File: src/rtl/rram_ctrl_pkg.sv
// Purpose : shared types and constants for the RRAM array sequencer.
// Contents: command opcodes, sequencer states, one-hot level selects,
//           per-line drive encodings ({IN1,IN0} per line) and the bundle
//           of registered array-side controls.
package rram_ctrl_pkg;

    localparam int ROWS = 16;
    localparam int COLS = 16;

    localparam logic [1:0] OP_READ  = 2'b00;
    localparam logic [1:0] OP_MAC   = 2'b01;
    localparam logic [1:0] OP_SET   = 2'b10;
    localparam logic [1:0] OP_RESET = 2'b11;

    typedef enum logic [3:0] {
        ST_IDLE,
        ST_PRE,
        ST_DRIVE,
        ST_SENSE,
        ST_ADC_A,
        ST_ADC_B,
        ST_PULSE,
        ST_RECOV,
        ST_RESP
    } state_t;

    // Level select, bit n selects V(n+1).
    localparam logic [3:0] LVL_OFF = 4'b0000;
    localparam logic [3:0] LVL_V1  = 4'b0001;
    localparam logic [3:0] LVL_V2  = 4'b0010;
    localparam logic [3:0] LVL_V3  = 4'b0100;
    localparam logic [3:0] LVL_V4  = 4'b1000;

    // Per line: in1=1,in0=0 drive level; in1=0,in0=1 ground; 00 float.
    typedef struct packed {
        logic [ROWS-1:0] in1;
        logic [ROWS-1:0] in0;
    } lines_t;

    localparam lines_t LINES_FLOAT = '{in1: '0, in0: '0};
    localparam lines_t LINES_GND   = '{in1: '0, in0: '1};
    localparam lines_t LINES_LEVEL = '{in1: '1, in0: '0};

    typedef struct packed {
        logic       en_wl;
        logic       en_bl;
        logic       en_sl;
        logic [3:0] lvl_wl;
        logic [3:0] lvl_bl;
        logic [3:0] lvl_sl;
        lines_t     wl;
        lines_t     bl;
        lines_t     sl;
        logic       pre;
        logic       en_csa;
        logic       saen_csa;
        logic       ref_csa;
        logic [1:0] clk_en_adc;
        logic [2:0] ref_adc;
    } arr_ctl_t;

    // Selected lines at level, every other line grounded; never yields 11.
    function automatic lines_t drive_sel(input logic [ROWS-1:0] mask);
        lines_t l;
        l.in1 = mask;
        l.in0 = ~mask;
        return l;
    endfunction

    function automatic logic row_is_onehot(input logic [ROWS-1:0] row);
        return (row != '0) && ((row & (row - 1'b1)) == '0);
    endfunction

endpackage

File: src/rtl/rram_adc_decode.sv
// Purpose : per-column decode of the 3-bit thermometer ADC result.
// Ports   : i_out0..i_out2  thermometer bits, one bit per column
//           o_counts        2-bit count per column, column i at [2i+1:2i]
//           o_err           any column holding a non-thermometer code
module rram_adc_decode
    import rram_ctrl_pkg::*;
(
    input  logic [COLS-1:0]   i_out0,
    input  logic [COLS-1:0]   i_out1,
    input  logic [COLS-1:0]   i_out2,
    output logic [2*COLS-1:0] o_counts,
    output logic              o_err
);

    always_comb begin
        o_counts = '0;
        o_err    = 1'b0;
        for (int i = 0; i < COLS; i++) begin
            o_counts[2*i +: 2] = {1'b0, i_out0[i]} + {1'b0, i_out1[i]} + {1'b0, i_out2[i]};
            // Legal codes are 000/001/011/111: a set bit needs the one below it.
            if ((i_out1[i] & ~i_out0[i]) | (i_out2[i] & ~i_out1[i]))
                o_err = 1'b1;
        end
    end

endmodule

File: src/rtl/rram_seq_ctrl.sv
// Purpose : command sequencer in front of the 16x16 RRAM macro. Accepts
//           READ/MAC/SET/RESET, steps the macro through timed phases and
//           returns one response per command.
// Ports   : i_cmd_*  command handshake, op, row mask, column mask
//           o_rsp_*  response handshake, data, error
//           o_enable_*, o_v*_*, o_in1_*, o_in0_*  line drivers
//           o_pre, o_*_csa, o_clk_en_adc, o_v*_ref_adc  analog controls
//           i_csa, i_adc_out*  sense-amp and ADC results
// All outputs are flops loaded from the next-state decode, so each phase's
// controls appear exactly with that phase and nothing combinational leaves.
module rram_seq_ctrl
    import rram_ctrl_pkg::*;
#(
    parameter int PRE_CYC    = 4,
    parameter int SETTLE_CYC = 2,
    parameter int PULSE_CYC  = 8,
    parameter int ADC_CYC    = 2,
    parameter int CNT_W      = 8
) (
    input  logic             i_clk,
    input  logic             i_rst,
    input  logic             i_cmd_valid,
    output logic             o_cmd_ready,
    input  logic [1:0]       i_cmd_op,
    input  logic [ROWS-1:0]  i_cmd_row,
    input  logic [COLS-1:0]  i_cmd_col,
    output logic             o_rsp_valid,
    input  logic             i_rsp_ready,
    output logic [31:0]      o_rsp_data,
    output logic             o_rsp_err,
    output logic             o_enable_wl,
    output logic             o_enable_bl,
    output logic             o_enable_sl,
    output logic             o_v1_wl, o_v2_wl, o_v3_wl, o_v4_wl,
    output logic             o_v1_bl, o_v2_bl, o_v3_bl, o_v4_bl,
    output logic             o_v1_sl, o_v2_sl, o_v3_sl, o_v4_sl,
    output logic [ROWS-1:0]  o_in1_wl,
    output logic [ROWS-1:0]  o_in0_wl,
    output logic [COLS-1:0]  o_in1_bl,
    output logic [COLS-1:0]  o_in0_bl,
    output logic [COLS-1:0]  o_in1_sl,
    output logic [COLS-1:0]  o_in0_sl,
    output logic             o_pre,
    output logic             o_enable_csa,
    output logic             o_saen_csa,
    output logic             o_ref_csa,
    output logic [1:0]       o_clk_en_adc,
    output logic             o_v0_ref_adc,
    output logic             o_v1_ref_adc,
    output logic             o_v2_ref_adc,
    input  logic [COLS-1:0]  i_csa,
    input  logic [COLS-1:0]  i_adc_out0,
    input  logic [COLS-1:0]  i_adc_out1,
    input  logic [COLS-1:0]  i_adc_out2
);

    state_t          r_state, w_state_nxt;
    logic [CNT_W-1:0] r_cnt, w_cnt_nxt;
    logic [1:0]      r_op;
    logic [ROWS-1:0] r_row;
    logic [COLS-1:0] r_col;
    arr_ctl_t        r_ctl, w_ctl;
    logic            r_cmd_ready, r_rsp_valid, r_rsp_err;
    logic [31:0]     r_rsp_data;

    logic            w_accept, w_illegal, w_cnt_done, w_adc_err;
    logic [1:0]      w_op_nxt;
    logic [ROWS-1:0] w_row_nxt;
    logic [COLS-1:0] w_col_nxt;
    logic [31:0]     w_adc_counts;

    rram_adc_decode u_adc_decode (
        .i_out0   (i_adc_out0),
        .i_out1   (i_adc_out1),
        .i_out2   (i_adc_out2),
        .o_counts (w_adc_counts),
        .o_err    (w_adc_err)
    );

    assign w_accept   = (r_state == ST_IDLE) && r_cmd_ready && i_cmd_valid;
    assign w_illegal  = (i_cmd_op != OP_MAC) && !row_is_onehot(i_cmd_row);
    assign w_cnt_done = (r_cnt == '0);
    assign w_op_nxt   = w_accept ? i_cmd_op  : r_op;
    assign w_row_nxt  = w_accept ? i_cmd_row : r_row;
    assign w_col_nxt  = w_accept ? i_cmd_col : r_col;

    // Phase timer counts down from length-1; the phase ends at zero.
    always_comb begin
        w_state_nxt = r_state;
        w_cnt_nxt   = w_cnt_done ? '0 : r_cnt - 1'b1;
        case (r_state)
            ST_IDLE: if (w_accept) begin
                if (w_illegal) begin
                    w_state_nxt = ST_RESP;
                end else if (i_cmd_op == OP_READ || i_cmd_op == OP_MAC) begin
                    w_state_nxt = ST_PRE;
                    w_cnt_nxt   = CNT_W'(PRE_CYC - 1);
                end else begin
                    w_state_nxt = ST_PULSE;
                    w_cnt_nxt   = CNT_W'(PULSE_CYC - 1);
                end
            end
            ST_PRE: if (w_cnt_done) begin
                w_state_nxt = ST_DRIVE;
                w_cnt_nxt   = CNT_W'(SETTLE_CYC - 1);
            end
            ST_DRIVE: if (w_cnt_done) begin
                w_state_nxt = (r_op == OP_MAC) ? ST_ADC_A : ST_SENSE;
                w_cnt_nxt   = (r_op == OP_MAC) ? CNT_W'(ADC_CYC - 1) : '0;
            end
            ST_SENSE: w_state_nxt = ST_RESP;
            ST_ADC_A: if (w_cnt_done) begin
                w_state_nxt = ST_ADC_B;
                w_cnt_nxt   = CNT_W'(ADC_CYC - 1);
            end
            ST_ADC_B: if (w_cnt_done) w_state_nxt = ST_RESP;
            ST_PULSE: if (w_cnt_done) begin
                w_state_nxt = ST_RECOV;
                w_cnt_nxt   = CNT_W'(SETTLE_CYC - 1);
            end
            ST_RECOV: if (w_cnt_done) w_state_nxt = ST_RESP;
            ST_RESP:  if (r_rsp_valid && i_rsp_ready) w_state_nxt = ST_IDLE;
            default:  w_state_nxt = ST_IDLE;
        endcase
    end

    // Array controls for the state being entered. The read path stays driven
    // through both ADC phases so the column current is held while converting.
    always_comb begin
        w_ctl    = '0;
        w_ctl.wl = LINES_FLOAT;
        w_ctl.bl = LINES_FLOAT;
        w_ctl.sl = LINES_FLOAT;
        case (w_state_nxt)
            ST_PRE: w_ctl.pre = 1'b1;
            ST_DRIVE, ST_SENSE, ST_ADC_A, ST_ADC_B: begin
                w_ctl.en_wl  = 1'b1;
                w_ctl.en_bl  = 1'b1;
                w_ctl.en_sl  = 1'b1;
                w_ctl.lvl_wl = LVL_V1;
                w_ctl.lvl_bl = LVL_V1;
                w_ctl.lvl_sl = LVL_V1;
                w_ctl.wl     = drive_sel(w_row_nxt);
                w_ctl.bl     = LINES_LEVEL;
                w_ctl.sl     = LINES_GND;
                if (w_op_nxt == OP_MAC) begin
                    w_ctl.ref_adc = 3'b111;
                end else begin
                    w_ctl.ref_csa = 1'b1;
                    w_ctl.en_csa  = 1'b1;
                end
                w_ctl.saen_csa   = (w_state_nxt == ST_SENSE);
                w_ctl.clk_en_adc = (w_state_nxt == ST_ADC_A) ? 2'b01 :
                                   (w_state_nxt == ST_ADC_B) ? 2'b10 : 2'b00;
            end
            ST_PULSE: begin
                w_ctl.en_wl  = 1'b1;
                w_ctl.en_bl  = 1'b1;
                w_ctl.en_sl  = 1'b1;
                w_ctl.lvl_wl = LVL_V2;
                w_ctl.wl     = drive_sel(w_row_nxt);
                if (w_op_nxt == OP_SET) begin
                    w_ctl.lvl_bl = LVL_V4;
                    w_ctl.bl     = drive_sel(w_col_nxt);
                    w_ctl.sl     = LINES_GND;
                end else begin
                    w_ctl.lvl_sl = LVL_V4;
                    w_ctl.sl     = drive_sel(w_col_nxt);
                    w_ctl.bl     = LINES_GND;
                end
            end
            default: w_ctl.lvl_wl = LVL_OFF;
        endcase
    end

    always_ff @(posedge i_clk or posedge i_rst) begin
        if (i_rst) begin
            r_state     <= ST_IDLE;
            r_cnt       <= '0;
            r_op        <= OP_READ;
            r_row       <= '0;
            r_col       <= '0;
            r_ctl       <= '0;
            r_cmd_ready <= 1'b0;
            r_rsp_valid <= 1'b0;
            r_rsp_data  <= '0;
            r_rsp_err   <= 1'b0;
        end else begin
            r_state     <= w_state_nxt;
            r_cnt       <= w_cnt_nxt;
            r_ctl       <= w_ctl;
            r_cmd_ready <= (w_state_nxt == ST_IDLE);
            r_rsp_valid <= (w_state_nxt == ST_RESP);
            if (w_accept) begin
                r_op       <= i_cmd_op;
                r_row      <= i_cmd_row;
                r_col      <= i_cmd_col;
                r_rsp_data <= '0;
                r_rsp_err  <= w_illegal;
            end else if (r_state == ST_SENSE) begin
                r_rsp_data <= {16'b0, i_csa};
            end else if (r_state == ST_ADC_B && w_cnt_done) begin
                r_rsp_data <= w_adc_counts;
                r_rsp_err  <= w_adc_err;
            end
        end
    end

    assign o_cmd_ready  = r_cmd_ready;
    assign o_rsp_valid  = r_rsp_valid;
    assign o_rsp_data   = r_rsp_data;
    assign o_rsp_err    = r_rsp_err;
    assign o_enable_wl  = r_ctl.en_wl;
    assign o_enable_bl  = r_ctl.en_bl;
    assign o_enable_sl  = r_ctl.en_sl;
    assign {o_v4_wl, o_v3_wl, o_v2_wl, o_v1_wl} = r_ctl.lvl_wl;
    assign {o_v4_bl, o_v3_bl, o_v2_bl, o_v1_bl} = r_ctl.lvl_bl;
    assign {o_v4_sl, o_v3_sl, o_v2_sl, o_v1_sl} = r_ctl.lvl_sl;
    assign o_in1_wl     = r_ctl.wl.in1;
    assign o_in0_wl     = r_ctl.wl.in0;
    assign o_in1_bl     = r_ctl.bl.in1;
    assign o_in0_bl     = r_ctl.bl.in0;
    assign o_in1_sl     = r_ctl.sl.in1;
    assign o_in0_sl     = r_ctl.sl.in0;
    assign o_pre        = r_ctl.pre;
    assign o_enable_csa = r_ctl.en_csa;
    assign o_saen_csa   = r_ctl.saen_csa;
    assign o_ref_csa    = r_ctl.ref_csa;
    assign o_clk_en_adc = r_ctl.clk_en_adc;
    assign {o_v2_ref_adc, o_v1_ref_adc, o_v0_ref_adc} = r_ctl.ref_adc;

endmodule
File: config.mk
export PLATFORM = sky130hd
export DESIGN_NAME = rram_seq_ctrl
export DESIGN_NICKNAME = d
export VERILOG_FILES = /design/src/rtl/rram_ctrl_pkg.sv /design/src/rtl/rram_adc_decode.sv /design/src/rtl/rram_seq_ctrl.sv
export SDC_FILE = /design/constraint.sdc
export NUM_CORES = 1
export LEC_CHECK = 0
export CORE_MARGIN = 2
export CORE_UTILIZATION = 40
export CTS_BUF_LIST = sky130_fd_sc_hd__clkbuf_16
export CTS_CLUSTER_SIZE = 24
export DETAILED_ROUTE_END_ITERATION = 16
export DONT_BUFFER_PORTS = 1
export PLACE_DENSITY = 0.54
export SLEW_MARGIN = 20
export SYNTH_ARGS = -nofsm -noshare
export SYNTH_HDL_FRONTEND = slang
export SYNTH_SLANG_ARGS = --single-unit
export TNS_END_PERCENT = 10
File: constraint.sdc
create_clock -name i_clk -period 8.1 [get_ports i_clk]
set_input_delay 1.62 -clock i_clk [delete_from_list [all_inputs] [get_ports i_clk]]
set_output_delay 1.62 -clock i_clk [all_outputs]
set_load 0.005 [all_outputs]
==> impl_summary.md <==
Synth
The synthesized netlist devotes 13.73% of its cell area to compound gates. Measured against the total synthesized area, the mux share comes to 4.279%. Counting flops with a built-in enable in the synthesized netlist gives 0. The proportion of register bits with asynchronous set or reset after synthesis is 100.0%. For this run, the register share of the synthesized area comes to 59.15%. After synthesis, the mean cell area works out to 11.38 sq um. The fraction of the mapped netlist area in adder cells is 4.184%. The most used flip-flop cell after synthesis is sky130_fd_sc_hd__dfrtp_1. By area the synthesized netlist is led by sky130_fd_sc_hd__dfrtp_1 59%, sky130_fd_sc_hd__mux2i_1 4.3%, sky130_fd_sc_hd__fa_1 4.0%, sky130_fd_sc_hd__nand2_1 4.0%, sky130_fd_sc_hd__o21ai_0 3.0%. The share of the synthesized area in the top cell type is 59.15%. The count of synthesis-stage warnings from yosys is 0. The synthesis-stage register bit count is 188. By area, the combinational part of the netlist is dominated by compound AO/OA/AOI/OAI gates. The synthesized design spends more area on one cell type than any other, namely sky130_fd_sc_hd__dfrtp_1. In this run, distinct cell masters in the synthesized netlist total 60.

The synthesized netlist devotes 12.87% of its cell area to simple gates. The area of the mapped netlist is 7954 sq um. The post-synthesis share of cell area spent on xor and xnor gates is 0.4405%.

The instance count of the mapped netlist is 699.

Pwr
The internal power contribution is 1.420 mW. After layout, the design draws a total of 1.829 mW. The net switching power is 0.4097 mW. In this run the static leakage power is 4.083 nW.

Per report_power, the sequential group accounts for 51.7% of the total. The part of the total power dissipated in combinational logic is 2.7%. The share of total power dissipated in the clock network is 45.6%.

The worst supply voltage drop on vdd is 0.0001266 V. The ratio of total power to cell area is 211.3 nW/um^2. The share of total power consumed by net switching is 22.40%.

Floorplanning
The number of ports placed on the die boundary is 257. The die width is 145.0 microns. The floorplan has 51 rows. The floorplan step defined a die boundary enclosing 21030 sq um. The chip height is 145.0 microns.

The core region area is 19460 sq um. The initial utilization of the core area, before any placement, comes to 40.87%.

CTS
The post-CTS clock slew at the launch and capture registers of the worst setup and hold paths is 0.07 ns. TritonCTS built the clock tree. The clock net in this run drives a total of 188 sinks.

The H-tree was split into 4 levels. The latest clock arrival within the worst-skew pair is 0.42 ns. After clock tree synthesis, the setup repair step added 0 buffers. Hold repair after CTS inserted 0 buffers. No sink is reached through more buffers than the 2 on the longest clock path. The number of gates resized after CTS was 0. The clock buffer count from CTS is 17.

The cell at the root of the clock tree is sky130_fd_sc_hd__clkbuf_16.

Run status
The flow ran to the end, and the final reports show no timing, DRC or antenna violations.

STA
In this run the tightest slew margin relative to its limit is 33.09%. Across the routed clock network, the largest skew measured is 0.009492 ns. Setup violations remaining at the end of the flow were counted as 0. The worst path needs 4.624 ns of the cycle, external delays included. The final hold slack is 0.4978 ns. The share of the clock period used by the worst path is 57.08%. Setup repair after global routing left no endpoint under its margin. The final number of hold-violating endpoints was 0.

Based on the critical path, the design can be clocked at up to 216.3 MHz. The max-slew violation count was 0. The final setup TNS is 0 ns.

The actual transition at the worst max-transition pin is 0.9999 ns.

Global route
The via count of the first global-routing pass is 5287. The first global-routing pass estimated 30.55 mm of wire. The number of antenna violations at the first check in global routing came to 0. The total routing usage reported by global routing is 18.43%. The total congestion overflow is 0. Entering global routing, the biggest net connects 122 pins.

Final layout
The area growth from synthesis to layout is 8.872%. The most common library cell in the layout ignoring fill and taps is sky130_fd_sc_hd__dfrtp_1. The end-of-flow core utilization is 44.49%. The net count of the finished layout is 793.

The fill cell total of the finished layout is 1802. In the layout the commonest cells are 188 x sky130_fd_sc_hd__dfrtp_1, 84 x sky130_fd_sc_hd__nand2_1, 49 x sky130_fd_sc_hd__nor2_1. 0 antenna diodes ended up in the layout.

The share of final-layout standard cells stronger than drive strength 1 is 10.50%.

Setup path
STA puts the critical path data arrival time at 4.89 ns. STA puts the critical path data required time at 8.36 ns. The worst setup path is launched from a primary input. The worst setup path is captured at a register. Counting cells, the worst reg-to-reg path comes to 10. The critical-path maximum fanout is 44. The critical path is of the in -> reg type.

Min path
The class of the tightest hold or removal check is reg -> reg. The number of instances on the worst hold path is 2.

Route
The detail-routed net length per standard cell is 20.53 microns. In this run the remaining antenna-violating nets after routing total 0. The violation count after the first detailed-route iteration is 280. The DRC violations left is 0. The via total after detailed routing is 5152.

The count of TritonRoute iterations in the first routing pass is 4. The routed wire length is 19.53 mm. The via count normalized by instance count is 5.417.

Place
The weighted congestion at the end of routability-driven global placement is 0.8235. The detailed-placement wirelength estimate is 13.25 mm. Buffers placed on the I/O ports in this run total 0.

Job
Across the run, the number of max-cap violations was 0.
[cell type report]
class	count	area, sq um	share of cell area [%]
clock buffers	17	425.4	4.913
clock inverters	14	160.2	1.849
inverters	25	101.3	1.170
multi-input cells	434	2877	33.22
flip-flops and latches	188	4705	54.33
well taps	265	331.6	3.829
repair buffers	8	60.06	0.6935
[worst max-delay path: stages]
cell and delay [ns]:
sky130_fd_sc_hd__or4_4 0.55, sky130_fd_sc_hd__or3_4 0.41, sky130_fd_sc_hd__or4_1 0.42, sky130_fd_sc_hd__nand3_2 0.16, sky130_fd_sc_hd__nor4_4 0.08, sky130_fd_sc_hd__o21ai_4 0.81, sky130_fd_sc_hd__buf_4 0.60, sky130_fd_sc_hd__o21ai_0 0.18
[kinds of logic (layout without fill, tap and decap cells)]
group / after synthesis / after routing
simple gates: 200 / 200
flops: 188 / 188
compound gates: 173 / 173
buf+inv: 82 / 64
mux: 34 / 34
fa+ha+maj: 17 / 17
xor+xnor: 4 / 4
other cells: 1 / 6
[registers in the layout (all words and copies together) (netlist names), 2 cells and up]
| name | cells |
|---|---|
| o_in0_bl | 16 |
| o_rsp_data | 32 |
| o_in1_bl | 16 |
| o_in0_sl | 16 |
| r_cnt | 8 |
| o_clk_en_adc | 2 |
| r_op | 2 |
| o_in1_wl | 16 |
| r_state | 4 |
| o_in0_wl | 16 |
| r_col | 16 |
| r_row | 16 |
| o_in1_sl | 16 |
[cell usage after synthesis (all sizes together), types with 4 or more instances]
cell type    n
inv         25
o31ai        6
o21ai       60
nor3        27
nand3        4
nand2       85
clkbuf      29
a211oi      19
a21boi      18
buf         28
nand4        5
a22o        16
a21oi       42
nor2        51
nor4         6
fa          16
mux2i       34
dfrtp      188
[per-stage QoR]
| step | worst slack, ns | instances | cell area [sq um] |
|---|---|---|---|
| finish | 3.476 | 951 | 8660 |
| global route | 3.303 | 951 | 8660 |
| CTS | 3.479 | 951 | 8657 |
| detailed placement | 3.017 | 920 | 8071 |
| global placement | 3.102 | 920 | 8071 |
| floorplan | 1.366 | 704 | 7973 |
[path summary, 6_finish.rpt]
check	startpoint	end	slack, ns
max	i_cmd_row[1]	o_in0_sl[5]	3.48
min	r_row[12]	r_row[12]	0.50
max reg2reg	r_cnt[0]	o_in0_sl[5]	4.01
min reg2reg	r_row[12]	r_row[12]	0.50
max in group asynchronous	i_rst	r_col[7]	5.41
min in group asynchronous	i_rst	o_in1_bl[9]	1.18
[power by group through the flow]
stage                     Sequential [mW]  Combinational [mW]  Clock (mW)
after floorplan                     0.963              0.0388           0
after global placement              0.964              0.0495           0
after detailed placement            0.964              0.0514           0
after CTS                           0.946              0.0514       0.851
after global routing                0.946              0.0585       0.892
final                               0.946              0.0492       0.834
[routing by layer]
layer | share of wire (%) | GRT usage (%) | vias up
met4 | 2.1 | 6.238 | 0
met2 | 48 | 28.74 | 191
met1 | 42 | 23.67 | 2599
met5 | 0 | 0 | -
met3 | 8.6 | 7.044 | 31
li1 | - | - | 2331
No activity file was read; power rests on OpenSTA's default activity.
